`src/rtl/button_debounce.sv`:
```
// Multi-channel pushbutton debouncer: 2-flop synchronizer, per-channel stability counter, registered level.
// Define BUTTON_DEBOUNCE_RISE_PULSE_EN to build the o_rise pulse logic; otherwise o_rise is tied to 0.
module button_debounce #(
    parameter int N_BUTTON        = 1,
    parameter int DEBOUNCE_CYCLES = 1000000
) (
    input  logic                i_clock,
    input  logic                i_reset,
    input  logic [N_BUTTON-1:0] i_signal,
    output logic [N_BUTTON-1:0] o_signal,
    output logic [N_BUTTON-1:0] o_rise
);

    localparam int                   CNT_WIDTH = $clog2(DEBOUNCE_CYCLES);
    localparam logic [CNT_WIDTH-1:0] CNT_MAX   = CNT_WIDTH'(DEBOUNCE_CYCLES - 1);
    localparam logic [CNT_WIDTH-1:0] CNT_ONE   = CNT_WIDTH'(1);

    logic [N_BUTTON-1:0]  sync0_q;
    logic [N_BUTTON-1:0]  sync1_q;
    logic [N_BUTTON-1:0]  level_q;
    logic [N_BUTTON-1:0]  level_d;
    logic [CNT_WIDTH-1:0] cnt_q [N_BUTTON];
    logic [CNT_WIDTH-1:0] cnt_d [N_BUTTON];

    // The counter only runs while the synchronized input disagrees with the
    // accepted level; any agreement (including a glitch back) restarts it.
    always_comb begin
        level_d = level_q;
        for (int i = 0; i < N_BUTTON; i++) begin
            cnt_d[i] = '0;
            if (sync1_q[i] != level_q[i]) begin
                if (cnt_q[i] == CNT_MAX) begin
                    level_d[i] = sync1_q[i];
                end else begin
                    cnt_d[i] = cnt_q[i] + CNT_ONE;
                end
            end
        end
    end

    always_ff @(posedge i_clock or negedge i_reset) begin
        if (!i_reset) begin
            sync0_q <= '0;
            sync1_q <= '0;
            level_q <= '0;
            for (int i = 0; i < N_BUTTON; i++) begin
                cnt_q[i] <= '0;
            end
        end else begin
            sync0_q <= i_signal;
            sync1_q <= sync0_q;
            level_q <= level_d;
            for (int i = 0; i < N_BUTTON; i++) begin
                cnt_q[i] <= cnt_d[i];
            end
        end
    end

    assign o_signal = level_q;

`ifdef BUTTON_DEBOUNCE_RISE_PULSE_EN
    logic [N_BUTTON-1:0] rise_q;
    logic [N_BUTTON-1:0] rise_d;

    // Pulse is registered alongside the level, so it is high in the cycle the new 1 first appears.
    always_comb begin
        rise_d = level_d & ~level_q;
    end

    always_ff @(posedge i_clock or negedge i_reset) begin
        if (!i_reset) begin
            rise_q <= '0;
        end else begin
            rise_q <= rise_d;
        end
    end

    assign o_rise = rise_q;
`else
    assign o_rise = '0;
`endif

endmodule

```
`config.mk`:
```
export PLATFORM = sky130hd
export DESIGN_NAME = button_debounce
export DESIGN_NICKNAME = d
export VERILOG_FILES = /design/src/rtl/button_debounce.sv
export SDC_FILE = /design/constraint.sdc
export NUM_CORES = 1
export LEC_CHECK = 0
export BUFFER_PORTS_ARGS = -buffer_cell sky130_fd_sc_hd__buf_2
export CORE_AREA = 3 3 50 52
export DETAILED_ROUTE_END_ITERATION = 10
export DIE_AREA = 0 0 53 55
export GPL_TIMING_DRIVEN = 0
export PLACE_DENSITY_LB_ADDON = 0.12
export SETUP_SLACK_MARGIN = 0.2
export SYNTH_ARGS = -nofsm -noshare
export SYNTH_HDL_FRONTEND = slang
export SYNTH_SLANG_ARGS = --single-unit
```
`constraint.sdc`:
```
create_clock -name i_clock -period 2 [get_ports i_clock]
set_clock_uncertainty 0.2 [all_clocks]
set_input_delay 0.4 -clock i_clock [delete_from_list [all_inputs] [get_ports i_clock]]
set_output_delay 0.4 -clock i_clock [all_outputs]
set_load 0.02 [all_outputs]
```
Yosys cells after proc, flatten, opt, wreduce, memory -nomap -nowiden:

Cells that the tools add are included.

* add/sub/neg operators: 1
* equality and inequality tests: 2
* mux-type cells: 2
* reduce and logical (&&, ||, !) cells: 1

Operators by type and width (number)
* 2-to-1 mux 20 bit: 2
* adder 20 x 1 -> 20 bit, second input constant: 1
* == test 20 bit, second input constant: 1
* AND reduction 2 bit: 1
* inequality test 1 bit: 1

* register bits after elaboration: 23
* input bits: 3
* output and inout port bits: 2
* word-level logic and storage cells: 10

Logic depth before layout (Yosys ltp):

Gate-level depths: netlist of run 1.

* depth after elaboration: 3
* gate-level depth with buffers: 7
* depth with buffers taken out: 5

Least setup slack after synthesis of run 1:

Ideal clock, no wire load.

* path kind: register to register
* start point: register cnt_q[12] in the netlist's numbering
* end point: register cnt_q[10] in the netlist's numbering
* library setup time: 0.119 ns
* data arrival time: 1.858 ns
* data required time: 1.681 ns
* slack: -0.177 ns
* cell stages (with the launch flop): 6
* buffers on the path: 1
* period minus slack after synthesis: 2.177 ns
* path through: dfrtp_1 > or4_1 > or4_4 > o21ai_4 > buf_6 > nor2_1

RTL lines
* start, declared: RTL line 22 `logic [CNT_WIDTH-1:0] cnt_q [N_BUTTON];`
* start signal, assigned by index: RTL line 54 `cnt_q[i] <= cnt_d[i];`

==> results of run 1 <==
==> kinds of logic (layout without fill, tap and decap cells) <==
| kind of cell | Yosys count | count (layout) | synth area share, % |
|---|---|---|---|
| AOI/OAI and AO/OA | 6 | 6 | 4.581 |
| xor gates and xnor gates | 16 | 16 | 12.51 |
| adders and majority gates | 1 | 1 | 1.117 |
| buffers and inverters | 10 | 31 | 4.358 |
| DFF | 23 | 23 | 51.40 |
| muxes | 1 | 1 | 1.006 |
| other | 1 | 1 | 0.3349 |
| and+or+nand+nor | 54 | 54 | 24.69 |
==> layout make-up <==
cell class	count	area [µm²]	area share, %
Inverter	7	26.28	1.916
Sequential cell	23	576.8	42.06
Tap cell	28	35.03	2.555
Clock buffer	4	26.28	1.916
Multi-Input combinational cell	79	544.3	39.69
Buffer	3	22.52	1.642
Timing Repair Buffer	17	140.1	10.22
==> sequential cells by signal (all words and copies together) (netlist names) <==
signal and cells:
sync0_q 1, sync1_q 1, o_signal 1, cnt_q 20
==> Yosys cell counts, drive strengths merged <==
library cell / count
xor2: 3
conb: 1
a21oi: 2
dfrtp: 23
nor4: 5
nand3: 6
inv: 7
nor2: 22
and3: 1
ha: 1
or3: 1
or4b: 1
or4: 3
or2: 1
buf: 2
nand4: 5
nor3b: 1
clkbuf: 1
o221a: 1
nand3b: 1
o21ai: 2
nor3: 4
nand2: 3
mux2: 1
a31o: 1
xnor2: 13
==> power by group <==
group	switching, W	internal (W)
registers	0.00000553	0.000472
clock network	0.000136	0.0000779
logic	0.0000284	0.0000216
==> critical path, cell delays in order (launching register included) <==
cell,delay [ns]
dfrtp_1,0.41
or4b_1,0.52
or4_4,0.53
o21ai_4,0.29
buf_6,0.18
nor2_1,0.04
==> cells in the final DEF (no fill, tap or decap), types with 2 or more instances in the layout <==
master         instances
nor2_1                11
nand4_1                5
xor2_1                 3
buf_4                  9
inv_1                  7
nor3_1                 4
buf_2                  3
dlygate4sd3_1          2
nor4_1                 5
nand2_1                3
dfrtp_1               22
xnor2_1               13
or4_1                  2
clkbuf_1               2
buf_6                  5
clkbuf_4               3
nor2_2                10
a21oi_2                2
nand3_1                5
==> per-layer routing <==
layer	global-route usage (%)	routed length [µm]
met5	0	0
met4	7.660	42
met3	2.413	51
met2	27.27	1062
met1	23.22	1020
==> what timing repair did <==
item | in CTS | in global routing
resized for setup | 12 | 10
buffers inserted | 7 | 4
hold endpoints to repair | 24 | 0
endpoints found under the setup margin | 21 | 21
hold buffers | 2 | 0
gates cloned | 1 | 0
pin swaps | 13 | 5
==> metrics by stage <==
| stage | util (%) | setup TNS, ns |
|---|---|---|
| floorplan | - | -2.421 |
| global placement | 54.46 | -5.390 |
| detailed placement | 54.46 | -5.742 |
| CTS | 61.04 | -4.872 |
| global route | 63.83 | -6.739 |
| finish | 63.83 | -5.153 |
==> worst paths after layout <==
path	depth (start not counted)	slack (ns)	endpoint	start
min in group asynchronous	2	0.37	sync0_q$_DFF_PN0_	i_reset
min	0	0.16	sync1_q$_DFF_PN0_	sync0_q$_DFF_PN0_
min reg2reg	0	0.16	sync1_q$_DFF_PN0_	sync0_q$_DFF_PN0_
max reg2reg	5	-0.27	cnt_q[11]$_DFF_PN0_	cnt_q[8]$_DFF_PN0_
max in group asynchronous	2	0.87	cnt_q[11]$_DFF_PN0_	i_reset
max	5	-0.27	cnt_q[11]$_DFF_PN0_	cnt_q[8]$_DFF_PN0_
==> metrics.md, run 1 <==
| Metric | Value |
|---|---|
| Status | `complete, but fails checks` |
| Violated checks | `negative setup slack` |
| Largest net degree at the start of global routing | `24` |
| Critical path class | `register to register` |
| Post-Syn Area per Cell | `9.998 µm²` |
| # IOs | `5` |
| Final min period | `2.274 ns` |
| Total power | `0.0007414 W` |
| Layout cells sized above 1 | `30.83%` |
| Synth Warn # | `0` |
| Drt pass-1 iters | `4` |
| Inserted Diodes | `0` |
| Half-perimeter wire length after placement | `1.397 mm` |
| Vias in the first global route | `825` |
| Seq cells post-synth | `23` |
| Crit path max fanout | `6` |
| Filler instances | `182` |
| Worst-skew pair later-pin latency | `0.31 ns` |
| Finished Layout Cells | `161` |
| Initial antenna violation count | `0` |
| GRT Residual Overflow | `0` |
| Syn_nets | `116` |
| Seq/Total Area, Yosys | `51.40%` |
| Synth area leader | `dfrtp_1` |
| All-Layer GR Usage | `17.11%` |
| Final Hold Vio Count | `0` |
| Post-synthesis instance total | `112` |
| Clock transition at path regs | `0.12 ns` |
| Vias/cell | `5.348` |
| Clock sink count | `23` |
| HP Class | `register to register` |
| Clock buffer count from CTS | `3` |
| Fin crit share | `113.7%` |
| Placed inst area | `1170 µm²` |
| Worst path required time | `2.01 ns` |
| Count of final setup violators | `21` |
| Pwr dens | `540.7 nW/µm²` |
| Place WS | `-0.3489 ns` |
| First DRT Iteration DRCs | `14` |
| LEAKAGE | `0.5329 nW` |
| Worst-Margin Slew | `0.5935 ns` |
| Post-synth cell types | `29` |
| RSZ-0062 raised after global routing | `yes` |
| Setup crit end kind | `register` |
| Startpoint types | `register` |
| Slew Viols, Final | `0` |
| Port-buffer cells | `3` |
| Die height | `55 µm` |
| Max clock buf depth | `2` |
| Proportion of netlist area held by the largest area contributor | `51.40%` |
| Worst VDD drop | `425.8 µV` |
| Max-cap violation count | `0` |
| Largest cells by area after synthesis | `dfrtp_1 51%, xnor2_1 10%, nor2_1 7.4%` |
| Max-slew headroom | `60.07%` |
| CP arrival | `2.28 ns` |
| FP Rows | `17` |
| Die area | `2915 µm²` |
| Vias | `861` |
| Final hold slack | `0.1634 ns` |
| Final wirelength | `2.178 mm` |
| DRT antenna net count | `0` |
| Die extent in x | `53 µm` |
| Layout area overhead | `22.46%` |
| Htree depth | `1` |
| Synth Cell Area | `1120 µm²` |
| Setup ws final | `-0.2745 ns` |
| Nets | `138` |
| First-pass GRT wire length | `3.594 mm` |
| WL/cell | `13.53 µm` |
| CTS tree | `done` |
| Drt drc | `0` |
| Routability cong. | `0.7196` |
| Area of the core | `2148 µm²` |
| Fin area | `1371 µm²` |
| Dpl cells | `143` |
| Root buffer cell | `clkbuf_4` |
| Starting Density | `52.13%` |
| Fmax | `0.4397 GHz` |
(Power assumes the default switching activity.)
==> inputs of run 2 (changes only) <==
- ABC_AREA: unset -> 1
- CORE_AREA: 3 3 50 52 -> 3 3 53 55
- DIE_AREA: 0 0 53 55 -> 0 0 56 58
- clock period: 2 -> 2.56 ns (I/O delays scaled with it)
==> run 2 against run 1 <==
The run now ends clean; synthesized area rose by 16%; synthesized cell count rose by 46%; routed wire length rose by 14%; highest routed layer unchanged.
==> metrics.md, run 2 <==
| Metric | Value |
|---|---|
| Status | `finished, final reports clean` |
| Final min period | `1.734 ns` |
| Vias in the first global route | `1010` |
| HP Class | `primary input to register` |
| CP arrival | `1.74 ns` |
| Die area | `3248 µm²` |
| Slew Viols, Final | `0` |
| Syn_nets | `167` |
| Max-slew headroom | `65.77%` |
| First-pass GRT wire length | `4.560 mm` |
| Seq cells post-synth | `23` |
| Aggregate negative setup slack | `0 ns` |
| DRT antenna net count | `0` |
| Crit path max fanout | `7` |
| All-Layer GR Usage | `17.70%` |
| Half-perimeter wire length after placement | `1.897 mm` |
| Worst VDD drop | `331.3 µV` |
| Area of the core | `2432 µm²` |
| Worst-skew pair later-pin latency | `0.31 ns` |
| Drt pass-1 iters | `4` |
| Synth area leader | `dfrtp_1` |
| Starting Density | `53.40%` |
| Largest cells by area after synthesis | `dfrtp_1 44%, nor2_1 10%, nand2_1 7.5%` |
| # IOs | `5` |
| Root buffer cell | `clkbuf_4` |
| Post-synth cell types | `24` |
| Drt drc | `0` |
| Largest Register | `cnt_q` |
| Synth Cell Area | `1299 µm²` |
| Max clock buf depth | `2` |
| Inserted Diodes | `0` |
| Async S/R FF share, synth | `100.0%` |
| RSZ-0062 raised after global routing | `no` |
| Die extent in x | `56 µm` |
| Filler instances | `235` |
| Commonest cells in the netlist | `36 x nor2_1, 26 x nand2_1, 23 x dfrtp_1` |
| Total power | `0.0005685 W` |
| Hold-fix buffers, CTS | `1` |
| Initial antenna violation count | `0` |
| Routability cong. | `0.8771` |
| Fmax | `0.5767 GHz` |
| Largest net degree at the start of global routing | `24` |
| Most common cell in the synthesized netlist | `nor2_1` |
| Startpoint types | `register` |
| CTS tree | `done` |
| Post-CTS Setup Repair Bufs | `0` |
| Layout area overhead | `6.840%` |
| Die height | `58 µm` |
| Commonest non-fill, non-tap cell in the layout | `nor2_1` |
| Count of final setup violators | `0` |
| LEAKAGE | `0.5888 nW` |
| Pwr dens | `409.7 nW/µm²` |
| Layout cells sized above 1 | `18.13%` |
| PostCTS Resize Cnt | `0` |
| Final Hold Vio Count | `0` |
| Clock transition at path regs | `0.13 ns` |
| Top_reg_cell synth | `dfrtp_1` |
| First DRT Iteration DRCs | `24` |
| Setup crit end kind | `register` |
| Final wirelength | `2.479 mm` |
| Proportion of netlist area held by the largest area contributor | `44.32%` |
| Vias/cell | `5.159` |
| FP Rows | `18` |
| Port-buffer cells | `3` |
| Most frequent cells in the layout | `36 x nor2_1, 26 x nand2_1, 23 x dfrtp_1` |
| Worst path required time | `2.56 ns` |
| Vias | `1037` |
| Largest register FFs | `20` |
| Number of synthesized flops with an enable pin | `0` |
| Worst-Margin Slew | `0.5134 ns` |
| Critical path class | `register to register` |
| Nets | `176` |
| GRT Residual Overflow | `0` |
| Htree depth | `1` |
| Post-Syn Area per Cell | `7.968 µm²` |
| WL/cell | `12.33 µm` |
| Clock buffer count from CTS | `3` |
| Synth Warn # | `0` |
| Post-synthesis instance total | `163` |
| Fin crit share | `67.73%` |
| Max-cap violation count | `0` |
| Clock sink count | `23` |
| Seq/Total Area, Yosys | `44.32%` |
[run 2: cell types whose count changed in the layout (fill, tap and decap cells not counted), sizes merged, moves of 3 or more]
cell   before  now
nand2       3   32
nor2       22   48
buf        17    4
xnor2      13    2
inv         7   16
nand3       6   13
nor4        5    0
xor2        3    8
o21ai       2    5
or4         3    0
[run 2: routing by layer]
metal  part of all wire [%]  GRT usage, %  up-vias
met5                      0             0        -
met4                    1.1         5.085        0
met3                    4.0         2.673        4
met2                     45         28.71       23
met1                     50         24.82      483
li1                       -             -      527
[run 2: logic make-up (layout without fill, tap and decap cells)]
logic type | after synthesis | count (layout) | synth area share [%]
AO/OA/AOI/OAI | 7 | 7 | 2.697
XOR/XNOR | 10 | 10 | 7.322
adder cells (fa/ha/maj) | 1 | 1 | 0.9632
buffers and inverters | 17 | 25 | 5.202
flip-flops | 23 | 23 | 44.32
other | 1 | 1 | 0.2887
AND/OR/NAND/NOR | 104 | 104 | 39.21
[run 2: area by class of cell]
| type | count | area [µm²] | area share, % |
|---|---|---|---|
| buffer | 1 | 7.507 | 0.5410 |
| clock buffer | 4 | 26.28 | 1.894 |
| inverter | 16 | 60.06 | 4.328 |
| multi-input combinational | 123 | 655.6 | 47.25 |
| sequential | 23 | 575.6 | 41.48 |
| tap | 30 | 37.54 | 2.705 |
| timing repair buffer | 4 | 25.02 | 1.803 |
[run 2: path summary, 6_finish.rpt]
kind                               startpoint             endpoint  slack [ns]  depth (start not counted)
hold / removal                       i_signal    sync0_q$_DFF_PN0_         0.1                          1
setup / recovery           cnt_q[0]$_DFF_PN0_   cnt_q[5]$_DFF_PN0_        0.83                          6
min in group asynchronous             i_reset  cnt_q[15]$_DFF_PN0_        0.49                          2
max in group asynchronous             i_reset   cnt_q[0]$_DFF_PN0_        1.32                          2
setup reg to reg           cnt_q[0]$_DFF_PN0_   cnt_q[5]$_DFF_PN0_        0.83                          6
hold reg to reg             sync0_q$_DFF_PN0_    sync1_q$_DFF_PN0_        0.18                          0
[run 2: worst max-delay path: stages, from the launching register on]
cell	delay (ns)
dfrtp_1	0.39
ha_1	0.19
nand3_1	0.14
nor2_2	0.22
nand3_1	0.22
nand2_2	0.20
nor2_1	0.07
[run 2: report_power, final]
group / total, W / internal (W) / switching [W]
clock: 0.000168 / 0.0000608 / 0.000108
combinational: 0.0000278 / 0.00000828 / 0.0000196
sequential: 0.000372 / 0.000369 / 0.00000363
total: 0.000568 / 0.000438 / 0.000131
[run 2: through the flow]
stage | hold slack, ns | worst slack [ns] | utilization, % | cells | area, µm²
final | 0.09636 | 0.8261 | 57.05 | 201 | 1388
after global routing | 0.09053 | 0.6844 | 57.05 | 201 | 1388
after CTS | 0.09786 | 0.8271 | 57.05 | 201 | 1388
after detailed placement | 0.1569 | 0.8437 | 55.56 | 196 | 1351
after global placement | 0.1417 | 0.8638 | 55.56 | 196 | 1351
after floorplan | 0.01641 | 1.091 | - | 163 | 1299
==> inputs of run 3 (changes only) <==
- CORE_AREA: 3 3 53 55 -> 3 3 54 56
- DIE_AREA: 0 0 56 58 -> 0 0 57 59
- clock period: 2.56 -> 1.4 ns (I/O delays scaled with it)
==> run 3 against run 2 <==
The flow now finishes with violations (negative setup slack); combinational power rose to 3.7 times the previous value; global-route usage rose by 1.9 points; routed wire length rose by 19%; sequential share of layout area fell by 8.2 points; clock power rose by 83%; hold slack improved by 0.081 ns; first-iteration DRC count rose by 140%; register-to-register slack got worse by 0.94 ns; design area rose by 26%; critical path type unchanged; largest cell class unchanged; largest power group unchanged.
==> metrics.md, run 3 (synthesis gave the netlist of run 2 again) <==
| Metric | Value |
|---|---|
| Status | `complete, but fails checks` |
| Violated checks | `negative setup slack` |
| Setup ws final | `-0.1176 ns` |
| Layout cells sized above 1 | `42.11%` |
| Htree depth | `1` |
| Critical R2R Capture | `cnt_q[6]$_DFF_PN0_` |
| Place WS | `-0.1593 ns` |
| Final min period | `1.518 ns` |
| Fin crit share | `108.4%` |
| Setup crit end | `cnt_q[6]$_DFF_PN0_` |
| Starting Density | `52.42%` |
| Clock sink count | `23` |
| CTS tree | `done` |
| Final wirelength | `2.947 mm` |
| Largest Register | `cnt_q` |
| HP Class | `register to register` |
| Worst r2r src | `cnt_q[0]$_DFF_PN0_` |
| First-pass GRT wire length | `5.030 mm` |
| Worst-skew pair later-pin latency | `0.31 ns` |
| Max clock buf depth | `2` |
| CP Launch Point | `cnt_q[0]$_DFF_PN0_` |
| All-Layer GR Usage | `19.56%` |
| DRT antenna net count | `0` |
| Commonest non-fill, non-tap cell in the layout | `nor2_1` |
| CP arrival | `1.53 ns` |
| Slew Viols, Final | `0` |
| Die extent in x | `57 µm` |
| Count of final setup violators | `20` |
| # IOs | `5` |
| Drt drc | `0` |
| Startpoint types | `register` |
| Inserted Diodes | `0` |
| Half-perimeter wire length after placement | `1.882 mm` |
| Port-buffer cells | `3` |
| Reg2Reg Depth | `6` |
| Fmax | `0.6589 GHz` |
| Largest register FFs | `20` |
| Die area | `3363 µm²` |
| FP Rows | `18` |
| Worst path required time | `1.41 ns` |
| RSZ-0062 raised after global routing | `yes` |
| Vias/cell | `5.073` |
| First DRT Iteration DRCs | `58` |
| Final Hold Vio Count | `0` |
| Filler instances | `190` |
| Worst R2R Setup Slack | `-0.12 ns` |
| Crit path max fanout | `7` |
| Nets | `195` |
| Routability cong. | `0.8069` |
| Total power | `0.001098 W` |
| Pwr dens | `627.6 nW/µm²` |
| Aggregate negative setup slack | `-1.562 ns` |
| Initial antenna violation count | `0` |
| Clock transition at path regs | `0.13 ns` |
| Drt pass-1 iters | `4` |
| Vias | `1116` |
| WL/cell | `13.40 µm` |
| Worst VDD drop | `674.3 µV` |
| Max-cap violation count | `0` |
| LEAKAGE | `0.7557 nW` |
| Largest net degree at the start of global routing | `24` |
| Critical path class | `register to register` |
| Most frequent cells in the layout | `26 x nor2_1, 23 x nand2_1, 18 x dfrtp_1` |
| Area of the core | `2477 µm²` |
| Setup crit end kind | `register` |
| Root buffer cell | `clkbuf_4` |
| Layout area overhead | `34.68%` |
| GRT Residual Overflow | `0` |
| Die height | `59 µm` |
| Clock buffer count from CTS | `3` |
| Vias in the first global route | `1098` |
-- run 3: cell count changes in the layout (fill, tap and decap cells not counted), sizes merged --
cell         before  now
clkinvlp          0    1
dlygate4sd3       1    2
clkbuf            4    3
buf               4   21
clkinv            0    1
-- run 3: timing repair --
action	CTS	global route
hold endpoints to repair	24	0
cloned	1	0
hold buffers	2	0
pin swaps	11	5
setup buffers	15	2
endpoints found under the setup margin	22	22
resized for setup	25	14
-- run 3: how the worst min path moves through the flow --
| stage | startpoint | end | slack [ns] | depth (start not counted) |
|---|---|---|---|---|
| 2_1_floorplan | i_reset | cnt_q[0]$_DFF_PN0_ | -0.22 | 0 |
| 3_3_place_gp | i_reset | cnt_q[12]$_DFF_PN0_ | 0.08 | 1 |
| 3_5_place_dp | i_reset | cnt_q[13]$_DFF_PN0_ | 0.08 | 1 |
| 4_1_cts | sync0_q$_DFF_PN0_ | sync1_q$_DFF_PN0_ | 0.18 | 0 |
| 5_1_grt | sync0_q$_DFF_PN0_ | sync1_q$_DFF_PN0_ | 0.19 | 0 |
| 6_report | sync0_q$_DFF_PN0_ | sync1_q$_DFF_PN0_ | 0.18 | 0 |
-- run 3: routing by layer --
layer	global-route usage, %	up-vias	wire length, µm
met1	26.63	533	1416
met2	32.63	11	1426
met4	5.960	0	31
met5	0	-	0
met3	2.614	4	73
li1	-	568	-
-- run 3: worst max-delay path, stage by stage (launching register included) --
cell and delay (ns):
dfrtp_1 0.42, ha_4 0.19, nand3_4 0.09, nor2_4 0.18
nand3_4 0.15, nand2_8 0.14, nor2_2 0.04
-- run 3: layout make-up --
class	instances	area, µm²	share of cell area [%]
multi-input combinational	123	835.8	47.78
sequential	23	581.8	33.26
timing repair buffer	22	188.9	10.80
inverter	16	62.56	3.577
tap	30	37.54	2.146
clock buffer	3	22.52	1.288
buffer	1	7.507	0.4292
timing repair inverter	1	7.507	0.4292
clock inverter	1	5.005	0.2861
-- run 3: power breakdown --
part	leakage [nW]	switching, W	total, W	internal [W]
combinational	0.432	0.0000567	0.000103	0.0000463
sequential	0.306	0.0000125	0.000687	0.000674
clock	0.0177	0.000201	0.000308	0.000107
total	0.756	0.000270	0.00110	0.000827
-- run 3: stage by stage --
stage | instances | cell area, µm² | utilization, % | hold slack (ns)
floorplan | 163 | 1361 | - | -0.2156
CTS | 218 | 1683 | 67.93 | 0.1793
finish | 220 | 1749 | 70.61 | 0.1778
global placement | 196 | 1414 | 57.07 | 0.07581
global route | 220 | 1749 | 70.61 | 0.1856
detailed placement | 196 | 1414 | 57.07 | 0.07706
